`src/rtl/video_source_arbiter.sv`:
```
// +--------------------------------------------------------------------------+
// | Module      : video_source_arbiter                                       |
// | Description : Frame-aligned two-source video arbiter; the grant moves    |
// |               only on the last ready of a frame, output is registered.   |
// | Revision    : 1.0 - initial release                                      |
// +--------------------------------------------------------------------------+
`default_nettype none

module video_source_arbiter #(
    parameter int VISIBLE_WIDTH  = 800,
    parameter int VISIBLE_HEIGHT = 600
) (
    input  logic        clock,
    input  logic        reset,
    input  logic        VideoReady,
    input  logic        SrcSel,
    output logic        ReadyA,
    output logic        ReadyB,
    input  logic        ValidA,
    input  logic        ValidB,
    input  logic [23:0] VideoA,
    input  logic [23:0] VideoB,
    output logic        VideoValid,
    output logic [23:0] Video,
    output logic        ActiveSrc,
    output logic        SwitchPulse
);

    localparam int         c_CNT_W  = 10;
    localparam logic [9:0] c_H_LAST = 10'(VISIBLE_WIDTH - 1);
    localparam logic [9:0] c_V_LAST = 10'(VISIBLE_HEIGHT - 1);

    typedef enum logic [0:0] {
        GRANT_A = 1'b0,
        GRANT_B = 1'b1
    } state_t;

    state_t               r_state;
    logic                 r_grant_d;
    logic [c_CNT_W-1:0]   r_h_cnt;
    logic [c_CNT_W-1:0]   r_v_cnt;
    logic                 r_video_valid;
    logic [23:0]          r_video;
    logic                 r_switch;

    logic                 w_h_last;
    logic                 w_boundary;
    state_t               w_req_state;

    assign w_h_last    = (r_h_cnt == c_H_LAST);
    assign w_boundary  = VideoReady && w_h_last && (r_v_cnt == c_V_LAST);
    assign w_req_state = SrcSel ? GRANT_B : GRANT_A;

    // Only the granted source ever sees a ready.
    assign ReadyA = VideoReady && (r_state == GRANT_A);
    assign ReadyB = VideoReady && (r_state == GRANT_B);

    always_ff @(posedge clock or posedge reset) begin
        if (reset) begin
            r_state       <= GRANT_A;
            r_grant_d     <= 1'b0;
            r_h_cnt       <= '0;
            r_v_cnt       <= '0;
            r_video_valid <= 1'b0;
            r_video       <= 24'h0;
            r_switch      <= 1'b0;
        end else begin
            r_grant_d <= (r_state == GRANT_B);
            r_switch  <= 1'b0;

            if (VideoReady) begin
                if (w_h_last) begin
                    r_h_cnt <= '0;
                    r_v_cnt <= (r_v_cnt == c_V_LAST) ? '0 : r_v_cnt + 1'b1;
                end else begin
                    r_h_cnt <= r_h_cnt + 1'b1;
                end
            end

            // SrcSel is sampled only on the frame's final issue; earlier requests are ignored.
            case (r_state)
                GRANT_A: if (w_boundary && w_req_state == GRANT_B) begin
                    r_state  <= GRANT_B;
                    r_switch <= 1'b1;
                end
                GRANT_B: if (w_boundary && w_req_state == GRANT_A) begin
                    r_state  <= GRANT_A;
                    r_switch <= 1'b1;
                end
                default: r_state <= GRANT_A;
            endcase

            // Delayed grant so the old source's trailing valid still lands after a switch.
            r_video_valid <= r_grant_d ? ValidB : ValidA;
            r_video       <= r_grant_d ? VideoB : VideoA;
        end
    end

    assign VideoValid  = r_video_valid;
    assign Video       = r_video;
    assign ActiveSrc   = (r_state == GRANT_B);
    assign SwitchPulse = r_switch;

endmodule

`default_nettype wire
```
`config.mk`:
```
export PLATFORM = sky130hd
export DESIGN_NAME = video_source_arbiter
export DESIGN_NICKNAME = d
export VERILOG_FILES = /design/src/rtl/video_source_arbiter.sv
export SDC_FILE = /design/constraint.sdc
export NUM_CORES = 1
export LEC_CHECK = 0
export BUFFER_PORTS_ARGS = -buffer_cell sky130_fd_sc_hd__buf_4
export CAP_MARGIN = 20
export CORE_UTILIZATION = 48
export CTS_CLUSTER_DIAMETER = 200
export CTS_CLUSTER_SIZE = 10
export DETAILED_ROUTE_END_ITERATION = 7
export GPL_TIMING_DRIVEN = 0
export MAX_ROUTING_LAYER = met4
export PLACE_DENSITY = 0.79
export SYNTH_ARGS = -nofsm -noshare
export SYNTH_HDL_FRONTEND = slang
export SYNTH_SLANG_ARGS = --single-unit
```
`constraint.sdc`:
```
create_clock -name clock -period 2.1 [get_ports clock]
set_clock_uncertainty 0.2 [all_clocks]
set_input_delay 0.315 -clock clock [delete_from_list [all_inputs] [get_ports clock]]
set_output_delay 0.315 -clock clock [all_outputs]
set_load 0.005 [all_outputs]
```
==> out/qor.yml, run 1 <==
clocking:
  clock-sinks: 48
  cts_hold_buf: 1
  cts-buffers-inserted: 5
  root_buffer: "clkbuf_8"
  cts_buffer_depth: 2
  insertion_delay_ps: 300
  ctsResizeCount: 0
  cts_setup_buffers: 0
  cts_max_level: 2
  clkTransAtPathRegs_ps: 90
  cts_tree: "done"
timing:
  grt_setup_unrepaired: "no"
  relSlewSlack_pct: 62.3
  fmax_mhz: 526
  slew_violations: 0
  period_needed_ps: 1900
  worst_pin_slew_ps: 566
  finalSetupViolations: 0
  final.period_utilization_pct: 90.6
  hold_viol: 0
  finalSetupTns_ps: 0
power:
  clkPwrFrac_pct: 36.6
  power.density_nw_per_um2: 716
  switching_share_pct: 22.3
  power.switching_w: 0.000468
  ir_drop_mv: 0.408
  comb_power_share_pct: 12.4
  power_w: 0.00210
  pwr-share-seq_pct: 51.0
  intPower_w: 0.00163
  leakage_nw: 1.41
route:
  routedWlPerCell_um: 15.4
  wl_um: 4690
  post-route-drc-count: 0
  antenna_left: 0
  via_per_inst: 5.11
  drt_pass1_iterations: 4
  vias: 1552
  drtIter0Drc: 114
global_route:
  grt_pass1_wl_um: 7400
  grt_pass1_vias: 1508
  track_usage_pct: 23.0
  antenna_found_initial: 0
  overflow: 0
  grt_max_degree: 45
yosys:
  synth_cell_types: 33
  ys_seq_area_share_pct: 57.5
  synthFlopType: "dfrtp_1"
  async_flop_share_pct: 100
  yosysMostFrequentCell: "dfrtp_1"
  postSynthCellCount: 163
  synthTopCellsByCount: "dfrtp_1, mux2_2, nand4_1, xnor2_1, nand2_1"
  yosys_warnings: 0
  synth_edf_count: 0
  synth_top_cell_area_share_pct: 57.5
  avgSynthCellArea_sq_um: 12.8
  netlist_top_cells_area: "dfrtp_1, mux2_2, xnor2_1"
  yosys.area.top_type: "dfrtp_1"
  syn_area_sq_um: 2090
  ys_ff_latch: 48
  synth_fp_nets: 219
floorplan:
  die_area_sq_um: 4620
  die_w_um: 68
  rows: 23
  die_y_um: 68
  start_util_pct: 51.2
  io_pins: 83
  core-area_sq_um: 4090
placement:
  place_inst: 296
  port_buffers: 82
  place_congestion: 0.788
  dp_hpwl_um: 3530
layout:
  diodes: 0
  nFillCells: 290
  seqCellArea_sq_um: 1200
  multi_input_area_sq_um: 845
  finalNetCount: 310
  drive_gt1_share_pct: 48.4
  fin_util_pct: 71.6
  instances_no_fill: 304
  syn2layout_area_growth_pct: 40.0
worst_setup_path:
  cp_max_fo: 10
  critPathKind: "register to register"
  crit_arrival_ps: 1890
  crit_required_ps: 2090
  critPathLaunchType: "register"
  cp-end-kind: "register"
job:
  cap_violations: 0
status:
  status: "finished clean"
min_path:
  hold_path.class: "primary input to register"
## worst max-delay path, cell delays in order (launching register included)
cell,delay (ps)
dfrtp_1,470
nor4b_4,360
and4_1,250
buf_6,150
nand2_2,70
mux2_4,300
## cell usage in the layout, fill, tap and decap left out, drive strengths merged
master / instances
a22o: 3
and2: 2
or3: 1
o311ai: 1
dlygate4sd3: 1
a21oi: 3
bufinv: 2
and4: 4
mux2: 26
dfrtp: 48
nand4: 10
clkbuf: 8
and3b: 1
nor2b: 3
o22ai: 2
xor2: 2
nand2: 10
nor2: 6
inv: 4
nor4b: 2
nor3: 1
ha: 2
o21ai: 4
buf: 86
xnor2: 9
nand2b: 1
nand3: 4
mux2i: 2
and3: 6
## final timing paths
kind,start,to,slack (ps),depth (start not counted)
worst max-delay path,r_h_cnt[5]$_DFFE_PP0P_,register,200,5
worst min-delay path,VideoA[18],Video[18]$_DFF_PP0_,40,2
worst max register to register,r_h_cnt[5]$_DFFE_PP0P_,register,200,5
worst min register to register,r_v_cnt[8]$_DFFE_PP0P_,r_v_cnt[8]$_DFFE_PP0P_,320,1
max in group asynchronous,reset,Video[8]$_DFF_PP0_,1000,4
min in group asynchronous,reset,Video[22]$_DFF_PP0_,250,3
## kinds of logic (layout without fill, tap and decap cells)
logic type	Yosys count	in the layout	synth area share [%]
DFF	48	48	57.5
xor gates and xnor gates	11	11	4.61
muxes	28	28	15.1
adders and majority gates	2	2	1.20
buffers and inverters	10	101	2.15
and+or+nand+nor	51	51	15.1
AOI/OAI and AO/OA	13	13	4.31
## through the flow
step	setup slack, ps	instance area [sq um]	hold WS, ps
floorplan	336	2090	252
finish	198	2930	38.5
global route	51.5	2930	18.1
global placement	-146	2770	270
detailed placement	208	2790	12.2
CTS	195	2930	30.0
## registers in the layout (all words and copies together), names as in the netlist, named ones only
register and cells:
Video 24, r_h_cnt 10, r_v_cnt 10, SwitchPulse 1, VideoValid 1, r_grant_d 1
## area by class of cell
class | instances | area share (%)
clock inverters | 2 | 2.05
flip-flops and latches | 48 | 41.0
repair buffers | 84 | 22.1
well taps | 50 | 2.14
inverters | 4 | 0.513
multi-input cells | 105 | 28.8
clock buffers | 5 | 2.35
plain buffers | 6 | 1.03
## routing by layer
layer  vias up  track usage [%]  wire length, um
met1       724             28.5             2020
met5         -                -                0
met2        55             33.8             2060
met4         0             8.07               81
met3         8             9.50              520
li1        765                -                -
## power groups by stage
stage / clock network (W) / logic (W) / registers [W]
6_report: 0.000767 / 0.000260 / 0.00107
5_1_grt: 0.000829 / 0.000289 / 0.00108
4_1_cts: 0.000784 / 0.000264 / 0.00107
3_5_place_dp: 0 / 0.000263 / 0.00109
3_3_place_gp: 0 / 0.000249 / 0.00108
2_1_floorplan: 0 / 0.000118 / 0.00107
No activity file was read; power rests on OpenSTA's default activity.
==> run 2: changes to the inputs <==
- HOLD_SLACK_MARGIN: unset -> 0.02
- PLACE_DENSITY: 0.79 -> 0.83
==> out/qor.yml, run 2 (synthesis gave the netlist of run 1 again) <==
route:
  antenna_left: 0  # unchanged
  wl_um: 4720  # +0.62%
  via_per_inst: 5.15  # +0.83%
  drtIter0Drc: 69  # -39%
  post-route-drc-count: 0  # unchanged
  routedWlPerCell_um: 15.5  # +0.29%
  drt_pass1_iterations: 4  # unchanged
  vias: 1570  # +1.2%
power:
  clkPwrFrac_pct: 33.2  # -3.4 points
  power.density_nw_per_um2: 686  # -4.2%
  pwr-share-seq_pct: 53.5  # +2.5 points
  leakage_nw: 1.39  # -0.72%
  intPower_w: 0.00151  # -7.1%
  power.switching_w: 0.000484  # +3.5%
  ir_drop_mv: 0.492  # +21%
  switching_share_pct: 24.3  # +1.9 points
  comb_power_share_pct: 13.3  # +0.9 points
layout:
  drive_gt1_share_pct: 48.6  # +0.20 points
  finalNetCount: 310  # unchanged
  fin_util_pct: 71.2  # -0.43 points
  largest_reg_flops: 24  # unchanged
  diodes: 0  # unchanged
  instances_no_fill: 305  # +0.33%
  final_cell_mix: "buf_4, dfrtp_1, mux2_2"
  layout_commonest_cell: "buf_4"
  fin_area_sq_um: 2910  # -0.60%
  syn2layout_area_growth_pct: 39.2
timing:
  hold_slack_ps: 34.2  # -4.31 ps
  grt_setup_unrepaired: "no"
  final.period_utilization_pct: 90.4  # -0.15 points
  worst_pin_slew_ps: 551  # -14.1 ps
  slew_violations: 0  # unchanged
  finalSetupViolations: 0  # unchanged
  relSlewSlack_pct: 63.2  # +0.94 points
  hold_viol: 0  # unchanged
  fmax_mhz: 527  # +0.17%
  period_needed_ps: 1900  # -3.24 ps
global_route:
  grt_pass1_wl_um: 6930  # -6.3%
  track_usage_pct: 21.3  # -1.7 points
  grt_max_degree: 26  # -42%
  antenna_found_initial: 0  # unchanged
  grt_pass1_vias: 1525  # +1.1%
  overflow: 0  # unchanged
worst_setup_path:
  slowest_delay_ps: 470  # about the same
  path_buf_inv: 0  # -1
  worstPathCellList: "nor4b_4 -> nand4_2 -> or3_1 -> o21ai_1"
  rr_worst_depth: 4  # -1
  crit_slowest_cell: "dfrtp_1"
  crit_end: "r_v_cnt[6]$_DFFE_PP0P_"
  cp.depth: 4  # -1
  critPathLaunch: "r_h_cnt[5]$_DFFE_PP0P_"
  crit_required_ps: 2130  # +40 ps
  cp_max_fo: 8  # -2
  cp-end-kind: "register"
  crit-reg2reg-launch: "r_h_cnt[5]$_DFFE_PP0P_"
  r2r_slack_ps: 200  # about the same
  r2r-end: "r_v_cnt[6]$_DFFE_PP0P_"
  critPathLaunchType: "register"
  cp_top_family: "simple AND/OR/NAND/NOR gates"
  crit_arrival_ps: 1930  # +40 ps
  critPathKind: "register to register"
clocking:
  insertion_delay_ps: 310  # about the same
  clock-sinks: 48  # unchanged
  cts_max_level: 2  # unchanged
  ctsResizeCount: 0  # unchanged
  clkTransAtPathRegs_ps: 90  # about the same
  cts-buffers-inserted: 5  # unchanged
  cts_tree: "done"
  cts_buffer_depth: 2  # unchanged
  root_buffer: "clkbuf_8"
floorplan:
  rows: 23  # unchanged
  die_y_um: 68  # unchanged
  start_util_pct: 51.2  # unchanged
  io_pins: 83  # unchanged
  die_w_um: 68  # unchanged
  core-area_sq_um: 4090  # unchanged
  die_area_sq_um: 4620  # unchanged
min_path:
  hold_path.class: "primary input to register"
placement:
  place_congestion: 0.780  # -1.1%
  postPlaceCellArea_sq_um: 2790  # unchanged
  place_inst: 296  # unchanged
  dp_hpwl_um: 3430  # -2.8%
  port_buffers: 82  # unchanged
status:
  status: "finished clean"
job:
  cap_violations: 0  # unchanged
[run 2: cell count changes in the layout (fill, tap and decap cells not counted)]
cell        previous run  this run
clkinvlp_4             0         1
clkinv_2               0         1
bufinv_16              2         1
[run 2: layout make-up]
| type | count | area, sq um |
|---|---|---|
| buffer | 6 | 30.0 |
| clock buffer | 5 | 68.8 |
| clock inverter | 3 | 42.5 |
| fill | 289 | 1180 |
| inverter | 4 | 15.0 |
| multi-input combinational | 105 | 845 |
| sequential | 48 | 1200 |
| tap | 50 | 62.6 |
| timing repair buffer | 84 | 646 |
[run 2: how the worst min path moves through the flow]
stage,depth (start not counted),from,slack [ps],to
after CTS,2,VideoB[18],30,Video[18]$_DFF_PP0_
after global placement,1,r_v_cnt[2]$_DFFE_PP0P_,270,r_v_cnt[2]$_DFFE_PP0P_
after detailed placement,2,reset,200,Video[1]$_DFF_PP0_
after global routing,2,VideoA[20],20,Video[20]$_DFF_PP0_
final,2,VideoA[18],30,Video[18]$_DFF_PP0_
after floorplan,1,r_v_cnt[2]$_DFFE_PP0P_,250,r_v_cnt[2]$_DFFE_PP0P_
[run 2: through the flow]
| stage | power [W] | TNS, ps | setup slack, ps |
|---|---|---|---|
| after floorplan | 0.00119 | 0 | 336 |
| after global placement | 0.00133 | -8370 | -176 |
| after detailed placement | 0.00135 | 0 | 216 |
| after CTS | 0.00202 | 0 | 182 |
| after global routing | 0.00209 | 0 | 103 |
| final | 0.00200 | 0 | 201 |
[run 2: timing repair]
action / CTS / global route
hold buffers: 1 / 0
hold endpoints to repair: 24 / 0
endpoints found under the setup margin: 0 / 0
buffers inserted: 0 / 0
[run 2: worst reg2reg max path: cells and delay by family, from the launching register on]
family / cells / cell delay, ps
DFF: 1 / 470
and+or+nand+nor: 3 / 1060
AOI/OAI and AO/OA: 1 / 100
[run 2: power by group through the flow]
stage                     clock network, W  logic [W]  registers (W)
after detailed placement                 0   0.000266        0.00108
final                             0.000663   0.000265        0.00107
after global routing              0.000715   0.000295        0.00108
after CTS                         0.000679   0.000269        0.00107
after floorplan                          0   0.000118        0.00107
after global placement                   0   0.000247        0.00108
[run 2: routing by layer]
layer | vias to the layer above | wire [um] | global-route usage, % | share of wire, %
li1 | 757 | - | - | -
met1 | 753 | 1840 | 23.7 | 39
met2 | 53 | 2390 | 35.5 | 51
met3 | 7 | 418 | 7.17 | 8.9
met4 | 0 | 62 | 7.81 | 1.3
met5 | - | 0 | - | 0
==> run 3: changes to the inputs <==
- ABC_AREA: unset -> 1
- CORE_UTILIZATION: 48 -> 49
- REMOVE_ABC_BUFFERS: unset -> 1
==> out/qor.yml, run 3 <==
timing:
  fmax_mhz: 537  # +1.9%
  hold_viol: 0  # unchanged
  relSlewSlack_pct: 35.6  # -28 points
  final.period_utilization_pct: 88.7  # -1.7 points
  grt_setup_unrepaired: "no"
  finalSetupViolations: 0  # unchanged
  worst_pin_slew_ps: 966  # +414 ps
  worst_slack_ps: 237  # +35.9 ps
  finalSetupTns_ps: 0  # unchanged
  slew_violations: 0  # unchanged
  period_needed_ps: 1860  # -35.9 ps
clocking:
  clock-sinks: 48  # unchanged
  root_buffer: "clkbuf_8"
  cts_max_level: 2  # unchanged
  clkTransAtPathRegs_ps: 90  # about the same
  cts_setup_buffers: 0  # unchanged
  cts_buffer_depth: 2  # unchanged
  ctsResizeCount: 0  # unchanged
  cts-buffers-inserted: 5  # unchanged
  cts_tree: "done"
  cts_hold_buf: 1  # unchanged
  insertion_delay_ps: 300  # about the same
yosys:
  synth_top_cell_area_share_pct: 52.6  # -4.8 points
  netlist_top_cells_area: "dfrtp_1, mux2_2, nand2_1"
  yosys_warnings: 0  # unchanged
  async_flop_share_pct: 100  # unchanged
  postSynthCellCount: 244  # +50%
  ys_seq_area_share_pct: 52.6  # -4.8 points
  synthFlopType: "dfrtp_1"
  yosysMostFrequentCell: "nand2_1"
  syn_area_sq_um: 2280  # +9.2%
  synth_cell_types: 24  # -27%
  yosys.area.top_type: "dfrtp_1"
  synth_edf_count: 0  # unchanged
  avgSynthCellArea_sq_um: 9.35  # -27%
  synthTopCellsByCount: "nand2_1, dfrtp_1, inv_1"
  ys_ff_latch: 48  # unchanged
min_path:
  hold_path.class: "primary input to register"
  hold_start: "VideoB[6]"
  min_path_cells: 2  # unchanged
  hold_end: "Video[6]$_DFF_PP0_"
placement:
  dp_hpwl_um: 3770  # +9.7%
  place_congestion: 0.845  # +8.3%
  port_buffers: 82  # unchanged
  place_ws_ps: 233  # +17.1 ps
  place_inst: 373  # +26%
  postPlaceCellArea_sq_um: 2950  # +5.7%
floorplan:
  rows: 24  # +4.3%
  core-area_sq_um: 4410  # +8.0%
  io_pins: 83  # unchanged
  start_util_pct: 51.7  # +0.54 points
  die_y_um: 70.2  # +3.3%
  die_area_sq_um: 4930  # +6.7%
  die_w_um: 70.2  # +3.3%
layout:
  diodes: 0  # unchanged
  fin_area_sq_um: 3050  # +4.8%
  largest_reg_flops: 24  # unchanged
  layout_commonest_cell: "buf_4"
  finalNetCount: 385  # +24%
  instances_no_fill: 382  # +25%
  drive_gt1_share_pct: 37.3  # -11 points
  final_cell_mix: "buf_4, nand2_1, dfrtp_1"
  nFillCells: 316  # +9.3%
  syn2layout_area_growth_pct: 33.7
worst_setup_path:
  crit-reg2reg-launch: "r_h_cnt[0]$_DFFE_PP0P_"
  cp_max_fo: 13  # +5
  cp-end-kind: "register"
  crit_required_ps: 2090  # -40 ps
  critPathKind: "register to register"
  r2r-end: "r_v_cnt[8]$_DFFE_PP0P_"
  r2r_slack_ps: 240  # +40 ps
  rr_worst_depth: 8  # +4
  crit_arrival_ps: 1860  # -70 ps
  critPathLaunchType: "register"
route:
  antenna_left: 0  # unchanged
  wl_um: 4930  # +4.5%
  met1_length_um: 1990  # +8.0%
  drt_pass1_iterations: 4  # unchanged
  via_per_inst: 5.05  # -1.8%
  route.met3.wl_um: 381  # -8.9%
  routedWlPerCell_um: 12.9  # -17%
  top_layer_used: "met4"
  wl_met2_um: 2480  # +3.4%
  drtIter0Drc: 109  # +58%
  vias: 1931  # +23%
  post-route-drc-count: 0  # unchanged
global_route:
  antenna_found_initial: 0  # unchanged
  track_usage_pct: 22.4  # +1.1 points
  grt_max_degree: 35  # +35%
  grt_pass1_wl_um: 8320  # +20%
  overflow: 0  # unchanged
  grt_pass1_vias: 1903  # +25%
power:
  power_w: 0.00215  # +7.5%
  ir_drop_mv: 0.346  # -30%
  power.density_nw_per_um2: 704  # +2.6%
  leakage_nw: 1.60  # +14%
job:
  cap_violations: 0  # unchanged
status:
  status: "finished clean"
run 3: cell count changes in the layout (fill, tap and decap cells not counted), sizes merged, moves of 6 or more:
| cell | change |
|---|---|
| nor2 | +18 |
| nand3 | +16 |
| xnor2 | -6 |
| nand2 | +53 |
| and3 | -6 |
| inv | +26 |
run 3: kinds of logic after synthesis:
| family | count (synthesis) | synth area share (%) |
|---|---|---|
| xor gates and xnor gates | 6 | 2.30 |
| buffers and inverters | 36 | 6.47 |
| AOI/OAI and AO/OA | 8 | 1.86 |
| DFF | 48 | 52.6 |
| muxes | 25 | 12.3 |
| and+or+nand+nor | 119 | 23.3 |
| adders and majority gates | 2 | 1.10 |
run 3: worst max-delay path by stage:
| stage | start | to | slack (ps) |
|---|---|---|---|
| finish | r_h_cnt[0]$_DFFE_PP0P_ | r_v_cnt[8]$_DFFE_PP0P_ | 240 |
| global route | r_h_cnt[0]$_DFFE_PP0P_ | r_v_cnt[5]$_DFFE_PP0P_ | 60 |
| CTS | r_h_cnt[1]$_DFFE_PP0P_ | r_v_cnt[9]$_DFFE_PP0P_ | 200 |
| detailed placement | r_h_cnt[1]$_DFFE_PP0P_ | r_v_cnt[5]$_DFFE_PP0P_ | 230 |
| global placement | reset | Video[22]$_DFF_PP0_ | -130 |
| floorplan | reset | SwitchPulse$_DFF_PP0_ | 440 |
run 3: per-stage QoR:
step / utilization [%] / hold slack (ps)
after global placement: 66.3 / 291
after detailed placement: 66.8 / 98.0
after global routing: 69.1 / 32.7
final: 69.1 / 45.8
after floorplan: - / 211
after CTS: 69.1 / 38.3
run 3: power by group:
group / switching (W) / leakage, nW / internal (W)
sequential: 0.000102 / 0.578 / 0.00102
combinational: 0.000236 / 0.967 / 0.000219
clock: 0.000303 / 0.0510 / 0.000263
run 3: final cells by class:
type                            count  area (sq um)  share of cell area, %
Timing Repair Buffer               84           646                   21.2
Multi-Input combinational cell    160           933                   30.6
Clock buffer                        6          82.6                   2.71
Inverter                           30           113                   3.69
Sequential cell                    48          1200                   39.4
Clock inverter                      2          10.0                  0.328
Tap cell                           52          65.1                   2.13
run 3: per-layer routing:
metal	vias up	track usage, %
li1	948	-
met1	896	26.5
met2	79	36.5
met3	8	6.20
met4	0	8.44
met5	-	-
run 3: critical path, cell delays in order, from the launching register on:
cell and delay [ps]:
dfrtp_1 390, ha_1 210, inv_1 110, nor2_8 150, nand3_2 160, nor2_4 270
inv_2 140, nand2_1 80, nand2_1 50
